[src/rtl/scene_sequencer_pkg.sv]
// Shared types and screen constants for the scene sequencer and its bus.
package scene_pkg;

  localparam int SCREEN_W = 160;
  localparam int SCREEN_H = 120;

  // Field widths derived from the 160x120 raster and the 3-bit RGB colour.
  localparam int X_W      = $clog2(SCREEN_W);
  localparam int Y_W      = $clog2(SCREEN_H);
  localparam int COLOUR_W = 3;
  localparam int RADIUS_W = 8;
  localparam int INDEX_W  = 4;

  // Scene FSM states; explicit encodings keep the values stable for debug.
  typedef enum logic [2:0] {
    ST_IDLE      = 3'd0,
    ST_CLEAR     = 3'd1,
    ST_CLEAR_REL = 3'd2,
    ST_DRAW      = 3'd3,
    ST_DRAW_REL  = 3'd4,
    ST_DONE      = 3'd5
  } state_t;

  // Radius of circle idx: base + idx*step, saturated at the 8-bit maximum.
  // The sum is formed wide enough that any legal step cannot wrap before
  // the clamp is applied.
  function automatic logic [RADIUS_W-1:0] clamp_radius(
    input logic [RADIUS_W-1:0] base,
    input logic [INDEX_W-1:0]  idx,
    input logic [RADIUS_W-1:0] step
  );
    logic [12:0] sum;
    sum = 13'(base) + 13'(idx) * 13'(step);
    return (sum > 13'd255) ? 8'hFF : sum[RADIUS_W-1:0];
  endfunction

endpackage

[src/rtl/scene_sequencer_if.sv]
// Bundle of the host handshake, both engine ports and the VGA plot port.
interface scene_sequencer_if;
  import scene_pkg::*;

  // Host side
  logic                start;
  logic [X_W-1:0]      centre_x;
  logic [Y_W-1:0]      centre_y;
  logic [RADIUS_W-1:0] base_radius;
  logic [COLOUR_W-1:0] base_colour;
  logic                done;
  logic                busy;

  // Fillscreen engine
  logic                fs_start;
  logic [COLOUR_W-1:0] fs_colour;
  logic                fs_done;
  logic [X_W-1:0]      fs_x;
  logic [Y_W-1:0]      fs_y;
  logic [COLOUR_W-1:0] fs_colour_o;
  logic                fs_plot;

  // Circle engine
  logic                circ_start;
  logic [X_W-1:0]      circ_centre_x;
  logic [Y_W-1:0]      circ_centre_y;
  logic [RADIUS_W-1:0] circ_radius;
  logic [COLOUR_W-1:0] circ_colour;
  logic                circ_done;
  logic [X_W-1:0]      circ_x;
  logic [Y_W-1:0]      circ_y;
  logic [COLOUR_W-1:0] circ_colour_o;
  logic                circ_plot;

  // VGA adapter plot port
  logic [X_W-1:0]      vga_x;
  logic [Y_W-1:0]      vga_y;
  logic [COLOUR_W-1:0] vga_colour;
  logic                vga_plot;

  // Sequencer view
  modport master (
    input  start, centre_x, centre_y, base_radius, base_colour,
    output done, busy,
    output fs_start, fs_colour,
    input  fs_done, fs_x, fs_y, fs_colour_o, fs_plot,
    output circ_start, circ_centre_x, circ_centre_y, circ_radius, circ_colour,
    input  circ_done, circ_x, circ_y, circ_colour_o, circ_plot,
    output vga_x, vga_y, vga_colour, vga_plot
  );

  // Environment view: host, engines and VGA adapter
  modport slave (
    output start, centre_x, centre_y, base_radius, base_colour,
    input  done, busy,
    input  fs_start, fs_colour,
    output fs_done, fs_x, fs_y, fs_colour_o, fs_plot,
    input  circ_start, circ_centre_x, circ_centre_y, circ_radius, circ_colour,
    output circ_done, circ_x, circ_y, circ_colour_o, circ_plot,
    input  vga_x, vga_y, vga_colour, vga_plot
  );

endinterface

[src/rtl/scene_sequencer.sv]
// Scene controller: clear the screen, then draw N_CIRCLES concentric circles
// with stepped radius and rotating colour, muxing the active engine onto VGA.
module scene_sequencer
  import scene_pkg::*;
#(
  parameter int unsigned         N_CIRCLES   = 4,
  parameter int unsigned         RADIUS_STEP = 10,
  parameter logic [COLOUR_W-1:0] BG_COLOUR   = 3'b000
) (
  input logic               clk,
  input logic               rst,
  scene_sequencer_if.master bus
);

  localparam logic [INDEX_W:0]    LP_N_CIRCLES = (INDEX_W+1)'(N_CIRCLES);
  localparam logic [RADIUS_W-1:0] LP_STEP      = RADIUS_W'(RADIUS_STEP);
  localparam logic                LP_HAS_CIRC  = (N_CIRCLES > 0);

  state_t              r_state;
  state_t              w_next_state;
  logic [INDEX_W-1:0]  r_index;
  logic [X_W-1:0]      r_centre_x;
  logic [Y_W-1:0]      r_centre_y;
  logic [RADIUS_W-1:0] r_base_radius;
  logic [COLOUR_W-1:0] r_base_colour;

  logic                w_accept;
  logic                w_last_circle;

  assign w_accept      = (r_state == ST_IDLE) && bus.start;
  assign w_last_circle = ({1'b0, r_index} + 1'b1) >= LP_N_CIRCLES;

  // Next-state logic for the clear/draw sequence.
  // NOTE: every output of a combinational block gets a default first, so no
  // path through the case can leave it unassigned and infer a latch.
  always_comb begin
    w_next_state = r_state;
    unique case (r_state)
      ST_IDLE:      if (bus.start)     w_next_state = ST_CLEAR;
      ST_CLEAR:     if (bus.fs_done)   w_next_state = ST_CLEAR_REL;
      ST_CLEAR_REL: w_next_state = LP_HAS_CIRC ? ST_DRAW : ST_DONE;
      ST_DRAW:      if (bus.circ_done) w_next_state = ST_DRAW_REL;
      ST_DRAW_REL:  w_next_state = w_last_circle ? ST_DONE : ST_DRAW;
      ST_DONE:      if (!bus.start)    w_next_state = ST_IDLE;
      default:      w_next_state = ST_IDLE;
    endcase
  end

  // State, circle index and the scene parameters captured on acceptance.
  // NOTE: state is updated with non-blocking assignments so every register
  // samples the pre-edge values, independent of statement order.
  always_ff @(posedge clk) begin
    if (rst) begin
      r_state       <= ST_IDLE;
      r_index       <= '0;
      r_centre_x    <= '0;
      r_centre_y    <= '0;
      r_base_radius <= '0;
      r_base_colour <= '0;
    end else begin
      r_state <= w_next_state;
      if (w_accept) begin
        r_index       <= '0;
        r_centre_x    <= bus.centre_x;
        r_centre_y    <= bus.centre_y;
        r_base_radius <= bus.base_radius;
        r_base_colour <= bus.base_colour;
      end else if (r_state == ST_DRAW_REL) begin
        r_index <= r_index + 1'b1;
      end
    end
  end

  // Handshake levels are pure state decodes, so both starts drop in the
  // cycle after reset and each release state gives exactly one low cycle.
  assign bus.fs_start   = (r_state == ST_CLEAR);
  assign bus.circ_start = (r_state == ST_DRAW);
  assign bus.done       = (r_state == ST_DONE);
  assign bus.busy       = (r_state != ST_IDLE) && (r_state != ST_DONE);
  assign bus.fs_colour  = BG_COLOUR;

  // Per-circle parameters; the colour wraps naturally in its 3-bit width.
  assign bus.circ_centre_x = r_centre_x;
  assign bus.circ_centre_y = r_centre_y;
  assign bus.circ_radius   = clamp_radius(r_base_radius, r_index, LP_STEP);
  assign bus.circ_colour   = r_base_colour + COLOUR_W'(r_index);

  // Zero-latency plot mux: only the engine owning the screen reaches VGA.
  always_comb begin
    bus.vga_x      = '0;
    bus.vga_y      = '0;
    bus.vga_colour = '0;
    bus.vga_plot   = 1'b0;
    unique case (r_state)
      ST_CLEAR: begin
        bus.vga_x      = bus.fs_x;
        bus.vga_y      = bus.fs_y;
        bus.vga_colour = bus.fs_colour_o;
        bus.vga_plot   = bus.fs_plot;
      end
      ST_DRAW: begin
        bus.vga_x      = bus.circ_x;
        bus.vga_y      = bus.circ_y;
        bus.vga_colour = bus.circ_colour_o;
        bus.vga_plot   = bus.circ_plot;
      end
      default: ;
    endcase
  end

endmodule

[src/flat_wrapper.sv]
// flat-port wrapper written by rule: the top's interface ports become plain ports
module scene_sequencer_flat import scene_pkg::*;
#(
  parameter int unsigned         N_CIRCLES   = 4,
  parameter int unsigned         RADIUS_STEP = 10,
  parameter logic [COLOUR_W-1:0] BG_COLOUR   = 3'b000
)
  (clk, rst, bus_start, bus_centre_x, bus_centre_y, bus_base_radius, bus_base_colour, bus_done, bus_busy, bus_fs_start, bus_fs_colour, bus_fs_done, bus_fs_x, bus_fs_y, bus_fs_colour_o, bus_fs_plot, bus_circ_start, bus_circ_centre_x, bus_circ_centre_y, bus_circ_radius, bus_circ_colour, bus_circ_done, bus_circ_x, bus_circ_y, bus_circ_colour_o, bus_circ_plot, bus_vga_x, bus_vga_y, bus_vga_colour, bus_vga_plot);
  scene_sequencer_if bus_i ();
  input logic clk;
  input logic rst;
  input wire logic [$bits(bus_i.start)-1:0] bus_start;
  input wire logic [$bits(bus_i.centre_x)-1:0] bus_centre_x;
  input wire logic [$bits(bus_i.centre_y)-1:0] bus_centre_y;
  input wire logic [$bits(bus_i.base_radius)-1:0] bus_base_radius;
  input wire logic [$bits(bus_i.base_colour)-1:0] bus_base_colour;
  output wire logic [$bits(bus_i.done)-1:0] bus_done;
  output wire logic [$bits(bus_i.busy)-1:0] bus_busy;
  output wire logic [$bits(bus_i.fs_start)-1:0] bus_fs_start;
  output wire logic [$bits(bus_i.fs_colour)-1:0] bus_fs_colour;
  input wire logic [$bits(bus_i.fs_done)-1:0] bus_fs_done;
  input wire logic [$bits(bus_i.fs_x)-1:0] bus_fs_x;
  input wire logic [$bits(bus_i.fs_y)-1:0] bus_fs_y;
  input wire logic [$bits(bus_i.fs_colour_o)-1:0] bus_fs_colour_o;
  input wire logic [$bits(bus_i.fs_plot)-1:0] bus_fs_plot;
  output wire logic [$bits(bus_i.circ_start)-1:0] bus_circ_start;
  output wire logic [$bits(bus_i.circ_centre_x)-1:0] bus_circ_centre_x;
  output wire logic [$bits(bus_i.circ_centre_y)-1:0] bus_circ_centre_y;
  output wire logic [$bits(bus_i.circ_radius)-1:0] bus_circ_radius;
  output wire logic [$bits(bus_i.circ_colour)-1:0] bus_circ_colour;
  input wire logic [$bits(bus_i.circ_done)-1:0] bus_circ_done;
  input wire logic [$bits(bus_i.circ_x)-1:0] bus_circ_x;
  input wire logic [$bits(bus_i.circ_y)-1:0] bus_circ_y;
  input wire logic [$bits(bus_i.circ_colour_o)-1:0] bus_circ_colour_o;
  input wire logic [$bits(bus_i.circ_plot)-1:0] bus_circ_plot;
  output wire logic [$bits(bus_i.vga_x)-1:0] bus_vga_x;
  output wire logic [$bits(bus_i.vga_y)-1:0] bus_vga_y;
  output wire logic [$bits(bus_i.vga_colour)-1:0] bus_vga_colour;
  output wire logic [$bits(bus_i.vga_plot)-1:0] bus_vga_plot;
  assign bus_i.start = bus_start;
  assign bus_i.centre_x = bus_centre_x;
  assign bus_i.centre_y = bus_centre_y;
  assign bus_i.base_radius = bus_base_radius;
  assign bus_i.base_colour = bus_base_colour;
  assign bus_done = bus_i.done;
  assign bus_busy = bus_i.busy;
  assign bus_fs_start = bus_i.fs_start;
  assign bus_fs_colour = bus_i.fs_colour;
  assign bus_i.fs_done = bus_fs_done;
  assign bus_i.fs_x = bus_fs_x;
  assign bus_i.fs_y = bus_fs_y;
  assign bus_i.fs_colour_o = bus_fs_colour_o;
  assign bus_i.fs_plot = bus_fs_plot;
  assign bus_circ_start = bus_i.circ_start;
  assign bus_circ_centre_x = bus_i.circ_centre_x;
  assign bus_circ_centre_y = bus_i.circ_centre_y;
  assign bus_circ_radius = bus_i.circ_radius;
  assign bus_circ_colour = bus_i.circ_colour;
  assign bus_i.circ_done = bus_circ_done;
  assign bus_i.circ_x = bus_circ_x;
  assign bus_i.circ_y = bus_circ_y;
  assign bus_i.circ_colour_o = bus_circ_colour_o;
  assign bus_i.circ_plot = bus_circ_plot;
  assign bus_vga_x = bus_i.vga_x;
  assign bus_vga_y = bus_i.vga_y;
  assign bus_vga_colour = bus_i.vga_colour;
  assign bus_vga_plot = bus_i.vga_plot;
  scene_sequencer #(.N_CIRCLES(N_CIRCLES), .RADIUS_STEP(RADIUS_STEP), .BG_COLOUR(BG_COLOUR)) u_core (.clk(clk), .rst(rst), .bus(bus_i));
endmodule
[config.mk]
export PLATFORM = sky130hd
export DESIGN_NAME = scene_sequencer_flat
export DESIGN_NICKNAME = d
export VERILOG_FILES = /design/src/rtl/scene_sequencer_pkg.sv /design/src/rtl/scene_sequencer_if.sv /design/src/rtl/scene_sequencer.sv /design/src/flat_wrapper.sv
export SDC_FILE = /design/constraint.sdc
export NUM_CORES = 1
export LEC_CHECK = 0
export BUFFER_PORTS_ARGS = -buffer_cell sky130_fd_sc_hd__buf_4
export CORE_MARGIN = 2
export CORE_UTILIZATION = 44
export DETAILED_ROUTE_END_ITERATION = 6
export PLACE_DENSITY = 0.84
export REMOVE_ABC_BUFFERS = 1
export SETUP_SLACK_MARGIN = 0.5
export SYNTH_ARGS = -nofsm -noshare
export SYNTH_HDL_FRONTEND = slang
export SYNTH_SLANG_ARGS = --single-unit
[constraint.sdc]
create_clock -name clk -period 4.1 [get_ports clk]
set_input_delay 0.82 -clock clk [delete_from_list [all_inputs] [get_ports clk]]
set_output_delay 0.82 -clock clk [all_outputs]
set_load 0.02 [all_outputs]
# Word level (Yosys, flattened, before mapping)

Cells that the tools add are included.

Flip-flop bits (word level): 33
Bits in latches: 0
Memory bits (writable): 0
Memory bits (read-only): 0
Input bits: 69
Output and inout bits: 52
Word-level logic and storage cells: 40
Memories kept: 0

Add/sub/neg operators: 4
Multiply operators: 1
Div/mod/pow operators: 0
$lt $le $gt $ge: 2
Equality and inequality tests: 10
Shift operators: 0
Mux-type cells: 11
Bitwise logic cells: 0
Reductions and logical operators: 6

Operator list:

| kind                                                               | number |
|---|---|
| one-hot mux 3 bit (6 select lines)                                 | 1 |
| one-hot mux 8 bit (2 select lines)                                 | 1 |
| two-way mux 3 bit                                                  | 5 |
| one-hot mux 7 bit (2 select lines)                                 | 1 |
| > comparator 13 x 8 -> 1 bit (second input constant)               | 1 |
| adder 8 x 8 -> 9 bit                                               | 1 |
| two-way mux 8 bit                                                  | 1 |
| multiplier 4 x 3 -> 7 bit (second input constant)                  | 1 |
| equality test 3 x 2 -> 1 bit (second input constant)               | 2 |
| equality test 3 bit (second input constant)                        | 2 |
| one-hot mux 3 bit (2 select lines)                                 | 1 |
| adder 4 x 1 -> 5 bit (second input constant)                       | 1 |
| greater-or-equal comparator 5 x 3 -> 1 bit (second input constant) | 1 |
| adder 4 x 1 -> 4 bit (second input constant)                       | 1 |
| != test 2 x 1 -> 1 bit (second input constant)                     | 2 |
| != test 2 bit (second input constant)                              | 2 |
| AND reduction 4 bit                                                | 1 |
| adder 3 bit                                                        | 1 |
| equality test 3 x 1 -> 1 bit (second input constant)               | 1 |
| zero test 3 bit                                                    | 1 |
| != test 3 bit (second input constant)                              | 1 |
| nonzero test 3 bit                                                 | 1 |
| logical AND 1 bit                                                  | 2 |
| one-hot mux 1 bit (2 select lines)                                 | 1 |
| OR reduction 2 bit                                                 | 1 |

# Longest topological paths before layout

Word-level depth: 4
Gate-level depth with buffers: 8
Depth with buffers taken out: 8

# Least setup slack after synthesis

No wires, ideal clock.

Path kind: flip-flop to output port
Start: reg u_core.r_index[1]
End: out bus_circ_radius[6]
Arrival: 2532 ps
Data required time: 3280 ps
Path slack: 748 ps
Stages on the path, launching flop included: 9
Path buffers: 0
Cell sequence: dfxtp_1 -> ha_1 -> ha_1 -> fa_1 -> ha_1 -> a21oi_1 -> nand2_1 -> o21a_1 -> o211ai_1

Word-level cells in the longest chain between the ends: 4

Ends and longest elaborated chain:

| what                         | RTL line                  | RTL |
|---|---|---|
| start, declared              | scene_sequencer.sv:21     | `logic [INDEX_W-1:0] r_index;` |
| start signal, assigned       | scene_sequencer.sv:69     | `r_index <= r_index + 1'b1;` |
| multiplier 4 x 3 -> 7 bit *  | scene_sequencer_pkg.sv:33 | `sum = 13'(base) + 13'(idx) * 13'(step);` |
| adder 8 x 8 -> 9 bit *       | scene_sequencer_pkg.sv:33 |  |
| > comparator 13 x 8 -> 1 bit | scene_sequencer_pkg.sv:34 | `return (sum > 13'd255) ? 8'hFF : sum[RADIUS_W-1:0];` |
| two-way mux 8 bit *          | scene_sequencer_pkg.sv:34 |  |
| end, declared                | flat_wrapper.sv:29        | `output wire logic [$bits(bus_i.circ_radius)-1:0] bus_circ_radius;` |

Every way passes the cells marked *; elsewhere a longest branch is shown, timed or not.

# Final worst setup path

Same ends and word-level chain as after synthesis.

==> out/summary.txt <==
gpl congestion: 0.818
root buf cell: clkbuf_8
WP data required: 3.28 ns
Via density: 5.47
Max-cap violations: 0
Setup-failing EPs final: 0
sequential area share after synthesis: 0.321
CP Capture Type: output pin
DRT Wirelength: 5950 um
fin crit share: 0.873
Clock Path Buffers: 2
Total GRT Usage: 0.219
WS Path Type: register to output pin
CTS tree: yes
I/O pins: 121
status: complete, no violations
final core utilization: 0.697
EDFF count, synth: 0
Rows: 24
max-slew violation count: 0
Mapped Area: 2060 um^2
stages on the worst setup path: 9
CP cell instances: ha_1 -> ha_2 -> fa_1 -> ha_4 -> a21oi_4 -> nand2_4 -> o21a_1 -> o211ai_1 -> buf_4
largest net degree at the start of global routing: 34
worst vdd ir: 0.000284 V
Final WS setup: 0.519 ns
H-tree level count: 2
Gate Count Post-Synth: 254
ant diodes: 0
synth warn: 0
Skew-Pair Late Insertion Delay: 0.29 ns
Max FO, Critical Path: 5
f_max: 279 MHz
initial DRC count: 103
Layout Skew: 0.00388 ns
Largest delay share family, worst path: adder cells
Setup TNS: 0 ns
Max-slew headroom: 0.250
CTS Buf Count: 5
Reg clk slew, reported paths: 0.07 ns
die area: 5230 um^2
drc violations: 0
Placement Setup Slack: 0.588 ns
Final Critical Period: 3.58 ns
register bit count reported by yosys: 33
total power per unit cell area: 471 nW/um^2
core footprint: 4410 um^2
dpl hpwl: 4390 um
Worst setup SP type: register
# nets final: 450
Worst EP arrival: 2.76 ns
asr flop ratio synth: 0
layout cell share with drive strength beyond 1: 0.398
Layout fillers: 398
die height: 72.4 um
Netlist cell types: 45
dominant synthesized flop cell: dfxtp_1
dpl cells: 407
final hold vios: 0
area growth from synthesis to layout: 49.6%
LEAKAGE: 0.00151 uW
final non-filler cell total: 416
RSZ-0062 raised after global routing: false
Syn Area/Cell: 8.09 um^2
Worst path slowest cell: fa_1
first-pass GRT wire length: 9150 um
FF-to-FF path depth: 4
port buffer count: 117
max incr delay on CP: 0.55 ns
Slew @ Worst Pin: 1.12 ns
vias in the first global route: 2098
total congestion overflow: 0
clock sink total: 33
Via Count: 2276
Pre-Repair DR Iteration Count: 4
Hold WC Path Type: register to register
initial antenna violation count: 0
die width: 72.4 um
Starting Density: 0.466
Avg WL per Cell: 14.3 um
Final ANT Viol Nets: 0
Worst Hold Path Cells: 2
worst path buffer plus inverter count: 1
[cell usage after synthesis (2+ instances only)]
| cell type | instances | share of area |
|---|---|---|
| ha_1 | 14 | 0.085 |
| a21oi_1 | 35 | 0.085 |
| nor2b_1 | 2 | 0.0061 |
| nand2_1 | 58 | 0.11 |
| nor2_1 | 6 | 0.011 |
| nor4_1 | 2 | 0.0061 |
| a21o_1 | 2 | 0.0073 |
| nor3_2 | 2 | 0.0097 |
| a211o_1 | 2 | 0.0085 |
| buf_4 | 6 | 0.022 |
| xor2_1 | 5 | 0.021 |
| clkbuf_1 | 4 | 0.0073 |
| fa_1 | 3 | 0.029 |
| nor3_1 | 6 | 0.015 |
| xnor2_1 | 2 | 0.0085 |
| nand3_1 | 6 | 0.015 |
| dfxtp_1 | 33 | 0.32 |
| nand3b_1 | 4 | 0.015 |
| a22o_1 | 19 | 0.081 |
| inv_1 | 6 | 0.011 |
| o21ai_0 | 2 | 0.0049 |
| buf_2 | 7 | 0.017 |
| mux2i_1 | 3 | 0.015 |
| nand2b_1 | 2 | 0.0061 |
| o211ai_1 | 2 | 0.0073 |
| or3_1 | 2 | 0.0061 |
[cell usage in the layout (no fill, tap or decap), types with 3 or more instances in the layout]
master | netlist | final
dfxtp_1 | 33 | 29
nor3_2 | 2 | 3
nand3_1 | 6 | 6
mux2i_1 | 3 | 3
clkbuf_8 | 0 | 6
ha_1 | 14 | 12
nor3_1 | 6 | 5
inv_1 | 6 | 6
fa_1 | 3 | 3
xor2_1 | 5 | 5
nand2_1 | 58 | 57
nor2_1 | 6 | 6
conb_1 | 1 | 3
dfxtp_2 | 0 | 3
buf_4 | 6 | 120
a21oi_1 | 35 | 33
nand3b_1 | 4 | 4
a22o_1 | 19 | 19
[logic make-up (layout without fill, tap and decap cells)]
kind of cell / after synthesis / after routing / share of synthesized area
flip-flops: 33 / 33 / 0.321
adder cells (fa/ha/maj): 17 / 17 / 0.114
other: 1 / 3 / 0.00182
XOR/XNOR: 7 / 7 / 0.0298
AND/OR/NAND/NOR: 97 / 97 / 0.220
buffers and inverters: 25 / 133 / 0.0645
AO/OA/AOI/OAI: 71 / 71 / 0.233
multiplexers: 3 / 3 / 0.0146
[sequential cells by signal, summed over array words and instances, names as in the netlist]
signal / flops
u_core.bus.circ_centre_x: 8
u_core.r_base_radius: 8
u_core.bus.circ_centre_y: 7
u_core.r_index: 4
u_core.r_base_colour: 3
u_core.r_state: 3
[power by group]
part / switching [uW] / internal (uW) / total (uW)
sequential: 63.8 / 376 / 440
combinational: 417 / 336 / 753
clock: 123 / 133 / 256
total: 604 / 845 / 1450
[per-stage QoR]
step	area (um^2)	hold slack (ns)	power, uW
finish	3080	0.452	1450
global route	3080	0.481	1540
CTS	3030	0.455	1460
detailed placement	2900	0.445	1200
global placement	2900	0.442	1180
floorplan	1950	0.425	882
[metal layers]
metal  vias up  GRT usage  routed length [um]
li1       1107          -                   -
met1      1055      0.230                2190
met2       107      0.404                3000
met3         7     0.0819                 686
met4         0     0.0650                  68
met5         -          0                   0
[area by class of cell]
| cell class | count | area (um^2) | share of cell area |
|---|---|---|---|
| inverter | 6 | 22.5 | 0.00732 |
| timing repair buffer | 120 | 901 | 0.293 |
| tap | 52 | 65.1 | 0.0212 |
| clock inverter | 1 | 7.51 | 0.00244 |
| clock buffer | 6 | 82.6 | 0.0269 |
| multi-input combinational | 198 | 1330 | 0.432 |
| sequential | 33 | 668 | 0.217 |
[final timing paths]
kind,start,to,slack [ns]
setup / recovery,u_core.r_index[1],bus_circ_radius[6],0.52
hold / removal,u_core.r_base_radius[0],u_core.r_base_radius[0],0.45
setup reg to reg,u_core.r_state[1],u_core.r_base_radius[5],2.10
hold reg to reg,u_core.r_base_radius[0],u_core.r_base_radius[0],0.45
[repair_timing]
action | 4_1_cts | 5_1_grt
buffers inserted | 0 | 2
hold buffers | 0 | 0
pin swaps | 0 | 3
hold endpoints to repair | 0 | 0
resized for setup | 7 | 11
setup endpoints to repair | 8 | 8
[tightest hold or removal path, delay by kind of cell (launching register included)]
kind            cells  cell delay (ns)
simple gates        1             0.05
flops               1             0.31
compound gates      1             0.05
No activity file was read; power rests on OpenSTA's default activity.
